===== src/rtl/vip_frame_arbiter.sv =====
// Two-input Avalon-ST frame arbiter: an input owns the source for a whole frame (control packets + one video packet).
// Build macro VIP_ARB_FIXED_PRIORITY_EN selects fixed priority (input 0 wins ties) instead of round-robin.
module vip_frame_arbiter #(
    parameter int BITWIDTH  = 32,
    parameter int CNT_WIDTH = 8
) (
    input  logic                 clk,
    input  logic                 rst,
    input  logic [BITWIDTH-1:0]  sink0_data,
    input  logic                 sink0_valid,
    input  logic                 sink0_sop,
    input  logic                 sink0_eop,
    output logic                 sink0_ready,
    input  logic [BITWIDTH-1:0]  sink1_data,
    input  logic                 sink1_valid,
    input  logic                 sink1_sop,
    input  logic                 sink1_eop,
    output logic                 sink1_ready,
    output logic [BITWIDTH-1:0]  source_data,
    output logic                 source_valid,
    output logic                 source_sop,
    output logic                 source_eop,
    input  logic                 source_ready,
    output logic [1:0]           grant,
    output logic                 frame_done,
    output logic [CNT_WIDTH-1:0] frame_count,
    output logic [CNT_WIDTH-1:0] drop_count,
    output logic                 proto_err
);

    typedef enum logic {IDLE = 1'b0, BUSY = 1'b1} state_t;

    state_t             state;
    logic               in_pkt;
    logic [3:0]         pkt_type;
`ifndef VIP_ARB_FIXED_PRIORITY_EN
    logic               last_grant;
`endif

    logic               req0;
    logic               req1;
    logic               drop0;
    logic               drop1;
    logic [1:0]         next_grant;
    logic               accept;
    logic               release_frame;
    logic [3:0]         eff_type;
    logic [1:0]         drop_inc;
    logic [CNT_WIDTH:0] drop_sum;

    assign req0  = sink0_valid & sink0_sop;
    assign req1  = sink1_valid & sink1_sop;
    assign drop0 = (state == IDLE) & sink0_valid & ~sink0_sop;
    assign drop1 = (state == IDLE) & sink1_valid & ~sink1_sop;

    always_comb begin
`ifdef VIP_ARB_FIXED_PRIORITY_EN
        next_grant = req0 ? 2'b01 : 2'b10;
`else
        // On a tie the input that did not own the previous frame wins
        if (req0 && req1) begin
            next_grant = last_grant ? 2'b01 : 2'b10;
        end else begin
            next_grant = req0 ? 2'b01 : 2'b10;
        end
`endif
    end

    always_comb begin
        source_data  = '0;
        source_valid = 1'b0;
        source_sop   = 1'b0;
        source_eop   = 1'b0;
        sink0_ready  = drop0;
        sink1_ready  = drop1;
        if (state == BUSY) begin
            if (grant[1]) begin
                source_data  = sink1_data;
                source_valid = sink1_valid;
                source_sop   = sink1_sop;
                source_eop   = sink1_eop;
                sink1_ready  = source_ready;
            end else begin
                source_data  = sink0_data;
                source_valid = sink0_valid;
                source_sop   = sink0_sop;
                source_eop   = sink0_eop;
                sink0_ready  = source_ready;
            end
        end
    end

    // A single-beat packet carries its own type, so the sop beat overrides the latched one
    assign accept        = source_valid & source_ready;
    assign eff_type      = source_sop ? source_data[3:0] : pkt_type;
    assign release_frame = accept & source_eop & (eff_type == 4'h0);
    assign frame_done    = release_frame;

    assign drop_inc = {1'b0, drop0} + {1'b0, drop1};
    assign drop_sum = {1'b0, drop_count} + {{(CNT_WIDTH-1){1'b0}}, drop_inc};

    always_ff @(posedge clk or negedge rst) begin
        if (!rst) begin
            state       <= IDLE;
            grant       <= 2'b00;
            in_pkt      <= 1'b0;
            pkt_type    <= 4'h0;
            frame_count <= '0;
            drop_count  <= '0;
            proto_err   <= 1'b0;
`ifndef VIP_ARB_FIXED_PRIORITY_EN
            last_grant  <= 1'b1;
`endif
        end else begin
            case (state)
                IDLE: begin
                    drop_count <= drop_sum[CNT_WIDTH] ? '1 : drop_sum[CNT_WIDTH-1:0];
                    if (req0 || req1) begin
                        grant <= next_grant;
                        state <= BUSY;
                    end
                end
                BUSY: begin
                    if (accept) begin
                        if (source_sop) begin
                            pkt_type <= source_data[3:0];
                            in_pkt   <= 1'b1;
                            if (in_pkt) begin
                                proto_err <= 1'b1;
                            end
                        end
                        if (source_eop) begin
                            in_pkt <= 1'b0;
                        end
                    end
                    if (release_frame) begin
                        state       <= IDLE;
                        grant       <= 2'b00;
                        frame_count <= frame_count + 1'b1;
`ifndef VIP_ARB_FIXED_PRIORITY_EN
                        last_grant  <= grant[1];
`endif
                    end
                end
            endcase
        end
    end

endmodule


===== config.mk =====
export PLATFORM = sky130hd
export DESIGN_NAME = vip_frame_arbiter
export DESIGN_NICKNAME = d
export VERILOG_FILES = /design/src/rtl/vip_frame_arbiter.sv
export SDC_FILE = /design/constraint.sdc
export NUM_CORES = 1
export LEC_CHECK = 0
export BUFFER_PORTS_ARGS = -buffer_cell sky130_fd_sc_hd__buf_2
export CORE_MARGIN = 4
export CORE_UTILIZATION = 42
export DETAILED_ROUTE_END_ITERATION = 8
export HOLD_SLACK_MARGIN = 0.1
export PLACE_DENSITY = 0.82
export REMOVE_ABC_BUFFERS = 1
export SETUP_SLACK_MARGIN = 0.3
export SYNTH_ARGS = -nofsm -noshare
export SYNTH_HDL_FRONTEND = slang
export SYNTH_SLANG_ARGS = --single-unit

===== constraint.sdc =====
create_clock -name clk -period 2.4 [get_ports clk]
set_input_delay 0.24 -clock clk [delete_from_list [all_inputs] [get_ports clk]]
set_output_delay 0.24 -clock clk [all_outputs]
set_load 0.02 [all_outputs]

==> results.ini, run 1 <==
[clocking]
cts_tree = yes
cts_buffer_depth = 2
clk_pin_slew_worst_paths_ns = 0.09
root_buffer = clkbuf_8
cts_made_buffers = 3
clock_latency_ns = 0.27
htreeDepth = 1
cts_sinks = 26

[power]
vdd_drop_max_mv = 0.6651
p_leak_nw = 1.559
powerDensity_nw_per_um2 = 1007

[grt]
grt_first_pass_wirelength_mm = 8.790
grt_max_degree = 30
grtUsageTotal_pct = 20.11
grt_overflow = 0
antenna_found_initial = 0
first_global_vias = 1959

[worst_setup_path]
end_kind = output pin
crit_type = flop to output pin
critPathLaunchType = flop
worstPathRequired_ns = 2.16
arrival_ns = 1.91
cp_max_fo = 3

[logic_synthesis]
syn_inst = 201
postSynth.asyncResetShare_pct = 100.0
avgSynthCellArea_um2 = 9.449
synth_seq_area_share_pct = 34.32
synthesis.area_um2 = 1899
yosysWarnings = 0
ys_seq_elements = 26
ys_types = 40
yosysTopAreaCell = dfrtp_1
synth_top_area_share_pct = 32.94
synth-edff-count = 0
ys_top_cells_by_area = dfrtp_1 (33%), mux2i_1 (17%), nor2b_1 (11%), nand2_1 (5.5%), xor2_1 (3.2%)
synthFlopType = dfrtp_1

[timing]
skew_ns = 0.003763
setup-violations-final = 0
tightest_slew_ns = 0.6066
fin_crit_sh_pct = 89.64
maxSlewViolCount = 0
slew_headroom_pct = 59.56
fin_setup_tns_ns = 0
hold_viol_final = 0
post-route-min-period_ns = 2.151
fmax_mhz = 464.8
rsz0062_at_grt = yes

[routing]
drtAntennaViolNets = 0
totalWireLength_mm = 6.262
first_pass_iters = 4
dr.first_iter.drc_count = 61
vias = 2001
drc = 0
vias_per_cell = 5.066
wl_per_cell_um = 15.85

[cells_and_area]
fillers = 388
area_growth_pct = 48.16
fin_nets = 420
finalInstanceArea_um2 = 2814
post-route-util_pct = 64.63
n_antenna_cell = 0
seq_area_um2 = 654.4
multi_input_area_um2 = 1211
layout-drive-gt1-share_pct = 48.98

[placed_design]
io_buffers = 129
dp_hpwl_mm = 4.888
place_area_um2 = 2608
gp_congestion = 0.7896

[outcome]
status = complete, no violations

[floorplan]
initial_core_util_pct = 43.62
core_um2 = 4354
fp.dieW_um = 75.25
die_h_um = 75.25
io-pin-count = 130
die-area_um2 = 5662
row_count = 24

[worst_hold_path]
hold_path_class = primary input to flop

[run]
drv_cap = 0

-- flip-flops by register name, summed over array words and instances (netlist names) --
register,flops
pkt_type,4
drop_count,8
proto_err,1
state,1
in_pkt,1
grant,2
last_grant,1
frame_count,8
-- synth_stat cells (all sizes together), types with 2 or more instances --
cell / number
nor2b: 34
mux2i: 33
nand2: 28
dfrtp: 25
xor2: 7
clkbuf: 6
mux2: 6
nand3: 6
nor4: 5
a21oi: 4
and2: 4
inv: 4
nand4: 4
nor2: 4
buf: 3
xnor2: 3
a31oi: 2
and3: 2
ha: 2
nand2b: 2
nor3: 2
o21ai: 2
-- report_power, final --
group          switching (mW)  internal, mW  total (mW)
clock                   0.139         0.223       0.362
sequential              0.106         0.561       0.667
combinational            1.04         0.768        1.80
total                    1.28          1.55        2.83
-- layout make-up --
class,count,area share [%]
clock inverter,1,1.067
inverter,4,0.5336
timing repair buffer,147,28.32
sequential,26,23.25
clock buffer,3,1.467
multi-input combinational,162,43.04
tap,52,2.312
-- logic make-up after synthesis --
logic type / synth area share, %
XOR/XNOR: 4.612
AO/OA/AOI/OAI: 5.337
buffers and inverters: 2.964
flip-flops: 34.32
AND/OR/NAND/NOR: 28.85
adder cells (fa/ha/maj): 2.371
multiplexers: 21.54
-- critical path, cell delays in order, from the launching register on --
cell and delay (ns):
dfrtp_2 0.45, mux2_4 0.32, and2_4 0.16, mux2_4 0.33, nor3_4 0.24, buf_6 0.15
-- routing by layer --
layer | wire length (µm) | part of all wire [%] | global-route usage [%]
met1 | 2211 | 35 | 21.25
met2 | 3277 | 52 | 39.26
met3 | 663 | 11 | 4.940
met4 | 110 | 1.8 | 5.243
met5 | 0 | 0 | 0
-- through the flow --
stage               power (mW)  cells  setup WS, ns  hold slack (ns)
CTS                      2.805    390        0.2801           0.4007
finish                   2.834    395        0.2486           0.4104
floorplan                1.823    192       -0.8680         -0.05559
global route             3.000    395        0.2062           0.4326
detailed placement       2.371    378        0.1895           0.2732
global placement         2.334    378        0.2138           0.2661
-- what timing repair did --
| item | CTS | global route |
|---|---|---|
| hold buffers | 1 | 0 |
| hold endpoints to repair | 25 | 0 |
| gates resized for setup | 6 | 4 |
| gates cloned | 0 | 0 |
| setup endpoints to repair | 8 | 10 |
| buffers inserted | 7 | 5 |
| pin swaps | 3 | 1 |
-- final timing paths --
path | start | to | slack, ns | cells after the start
setup / recovery | grant[1]$_DFFE_PN0P_ | frame_done | 0.25 | 5
hold / removal | sink0_data[2] | pkt_type[2]$_DFFE_PN0P_ | 0.41 | 5
setup reg to reg | grant[1]$_DFFE_PN0P_ | frame_count[1]$_DFFE_PN0P_ | 0.25 | 7
hold reg to reg | proto_err$_DFFE_PN0P_ | proto_err$_DFFE_PN0P_ | 0.47 | 1
max in group asynchronous | rst | grant[1]$_DFFE_PN0P_ | 1.46 | 2
min in group asynchronous | rst | frame_count[3]$_DFFE_PN0P_ | 0.51 | 2
-- cell usage in the layout (no fill, tap or decap), types with 2 or more instances in the layout --
| master | synthesis | layout |
|---|---|---|
| buf_4 | 0 | 15 |
| buf_6 | 1 | 3 |
| and2_1 | 3 | 3 |
| buf_2 | 0 | 128 |
| o21ai_0 | 2 | 2 |
| mux2_4 | 3 | 4 |
| nand2_1 | 28 | 28 |
| nand3_1 | 6 | 6 |
| nor2b_1 | 34 | 34 |
| clkbuf_8 | 0 | 3 |
| dfrtp_2 | 0 | 2 |
| mux2i_1 | 33 | 33 |
| nand2b_1 | 2 | 2 |
| a21oi_1 | 4 | 4 |
| nor2_1 | 4 | 4 |
| nor4_1 | 5 | 4 |
| xor2_1 | 7 | 7 |
| a31oi_1 | 2 | 2 |
| dfrtp_1 | 25 | 23 |
| mux2_2 | 3 | 2 |
| nand4_1 | 3 | 3 |
| xnor2_1 | 3 | 3 |
| inv_1 | 4 | 4 |
Power figures use the tool's default switching activity.
==> run 2: changes to the inputs <==
- CORE_UTILIZATION: 42 -> 40
- CTS_BUF_LIST: unset -> sky130_fd_sc_hd__clkbuf_8
- PLACE_DENSITY: 0.82 -> 0.79
- clock period: 2.4 -> 2.55 ns (I/O delays scaled with it)
==> results.ini, run 2 (synthesis gave the netlist of run 1 again) <==
[outcome]
status = complete, no violations

[worst_setup_path]
slowest_stage = dfrtp_2
crit_cells = 5
critPathLaunchType = flop
cp_top_family = multiplexers
reg2reg_slack_ns = 0.45
cp_common_cell = mux2_4
rr_endpoint = frame_count[1]$_DFFE_PN0P_
end_kind = output pin
crit_type = flop to output pin
cp_max_fo = 6
timing.rr.start = grant[1]$_DFFE_PN0P_
crit_start = grant[1]$_DFFE_PN0P_
worstPathRequired_ns = 2.30
cp-endpoint = frame_done
arrival_ns = 1.93
reg2reg_depth = 6
crit_chain = mux2_4, and2_4, mux2_4, nor3_4, buf_6
critPathBufInv = 1
slowest_delay_ns = 0.45

[floorplan]
fp.dieW_um = 76.91
die-area_um2 = 5914
initial_core_util_pct = 42.45
row_count = 24
core_um2 = 4474
die_h_um = 76.91
io-pin-count = 130

[cells_and_area]
layout-drive-gt1-share_pct = 47.04
fin_nets = 415
fin_cells = 390
area_growth_pct = 45.12
n_antenna_cell = 0
final_cell_mix = buf_2 (128), nor2b_1 (34), mux2i_1 (33)
post-route-util_pct = 61.61
final_common_cell = buf_2
top_regs = drop_count x8, frame_count x8, pkt_type x4

[timing]
maxSlewViolCount = 0
skew_ns = 0.008842
slew_headroom_pct = 61.47
tightest_slew_ns = 0.5780
post-route-min-period_ns = 2.185
rsz0062_at_grt = yes
hold-worst-slack_ns = 0.3840
hold_viol_final = 0
fin_crit_sh_pct = 85.70
setup_slack_ns = 0.3646
fmax_mhz = 457.6
setup-violations-final = 0
fin_setup_tns_ns = 0

[grt]
grt_overflow = 0
grt_first_pass_wirelength_mm = 8.901
grtUsageTotal_pct = 17.87
antenna_found_initial = 0
grt_max_degree = 32
first_global_vias = 1892

[routing]
wl_per_cell_um = 14.37
drc = 0
vias = 1936
drtAntennaViolNets = 0
dr.first_iter.drc_count = 28
vias_per_cell = 4.964
first_pass_iters = 4
totalWireLength_mm = 5.603

[worst_hold_path]
hold_path_class = primary input to flop

[clocking]
clk_pin_slew_worst_paths_ns = 0.09
cts_sinks = 26
cts_tree = yes
root_buffer = clkbuf_8
htreeDepth = 1
cts_buffer_depth = 2
cts_made_buffers = 3
clock_latency_ns = 0.27

[power]
powerDensity_nw_per_um2 = 952.0
vdd_drop_max_mv = 0.4775
p_leak_nw = 1.534

[placed_design]
detailedPlace.worstSlack_ns = 0.3613
dp_hpwl_mm = 4.418
post-place-cells = 376
io_buffers = 129
gp_congestion = 0.8547

[run]
drv_cap = 0

==> run 2: routing by layer <==
metal / global-route usage (%) / wire length (µm) / vias to the layer above
met5: 0 / 0 / -
met4: 2.355 / 56 / 0
met3: 3.981 / 337 / 6
met2: 32.06 / 2931 / 61
met1: 22.32 / 2278 / 907
li1: - / - / 962
==> run 2: worst min-delay path by stage <==
stage / startpoint / end / slack, ns / cells after the start
4_1_cts: sink1_sop / state$_DFF_PN0_ / 0.38 / 5
3_5_place_dp: rst / frame_count[7]$_DFFE_PN0P_ / 0.30 / 1
2_1_floorplan: rst / drop_count[0]$_DFFE_PN0N_ / -0.04 / 0
3_3_place_gp: rst / frame_count[7]$_DFFE_PN0P_ / 0.28 / 1
5_1_grt: sink0_data[3] / pkt_type[3]$_DFFE_PN0P_ / 0.41 / 5
6_report: sink1_sop / state$_DFF_PN0_ / 0.38 / 5
==> run 2: worst register-to-register path: cells and delay by family, from the launching register on <==
kind | cells | cell delay, ns
mux | 3 | 0.96
flops | 1 | 0.45
simple gates | 2 | 0.41
buf+inv | 1 | 0.19
==> run 2: power by group <==
group | internal (mW) | leakage [nW] | total (mW) | switching [mW]
Clock | 0.210 | 0.0357 | 0.338 | 0.128
Sequential | 0.528 | 0.327 | 0.630 | 0.102
Combinational | 0.707 | 1.17 | 1.66 | 0.950
==> run 2: area by class of cell <==
class	count	area, µm²
well taps	52	65.06
clock inverters	1	30.03
repair buffers	142	755.7
flip-flops and latches	26	654.4
inverters	4	15.01
clock buffers	3	41.29
multi-input cells	162	1195
fillers	408	1718
==> run 2: what timing repair did <==
action | 4_1_cts | 5_1_grt
endpoints found under the setup margin | 1 | 7
hold buffers | 1 | 0
resized for setup | 0 | 5
pin swaps | 1 | 1
setup buffers | 3 | 6
endpoints found under the hold margin | 25 | 0
==> run 2: per-stage QoR <==
stage	total power [mW]	cell area (µm²)
detailed placement	2.210	2592
floorplan	1.716	1858
global placement	2.178	2592
finish	2.624	2756
CTS	2.578	2696
global route	2.804	2756
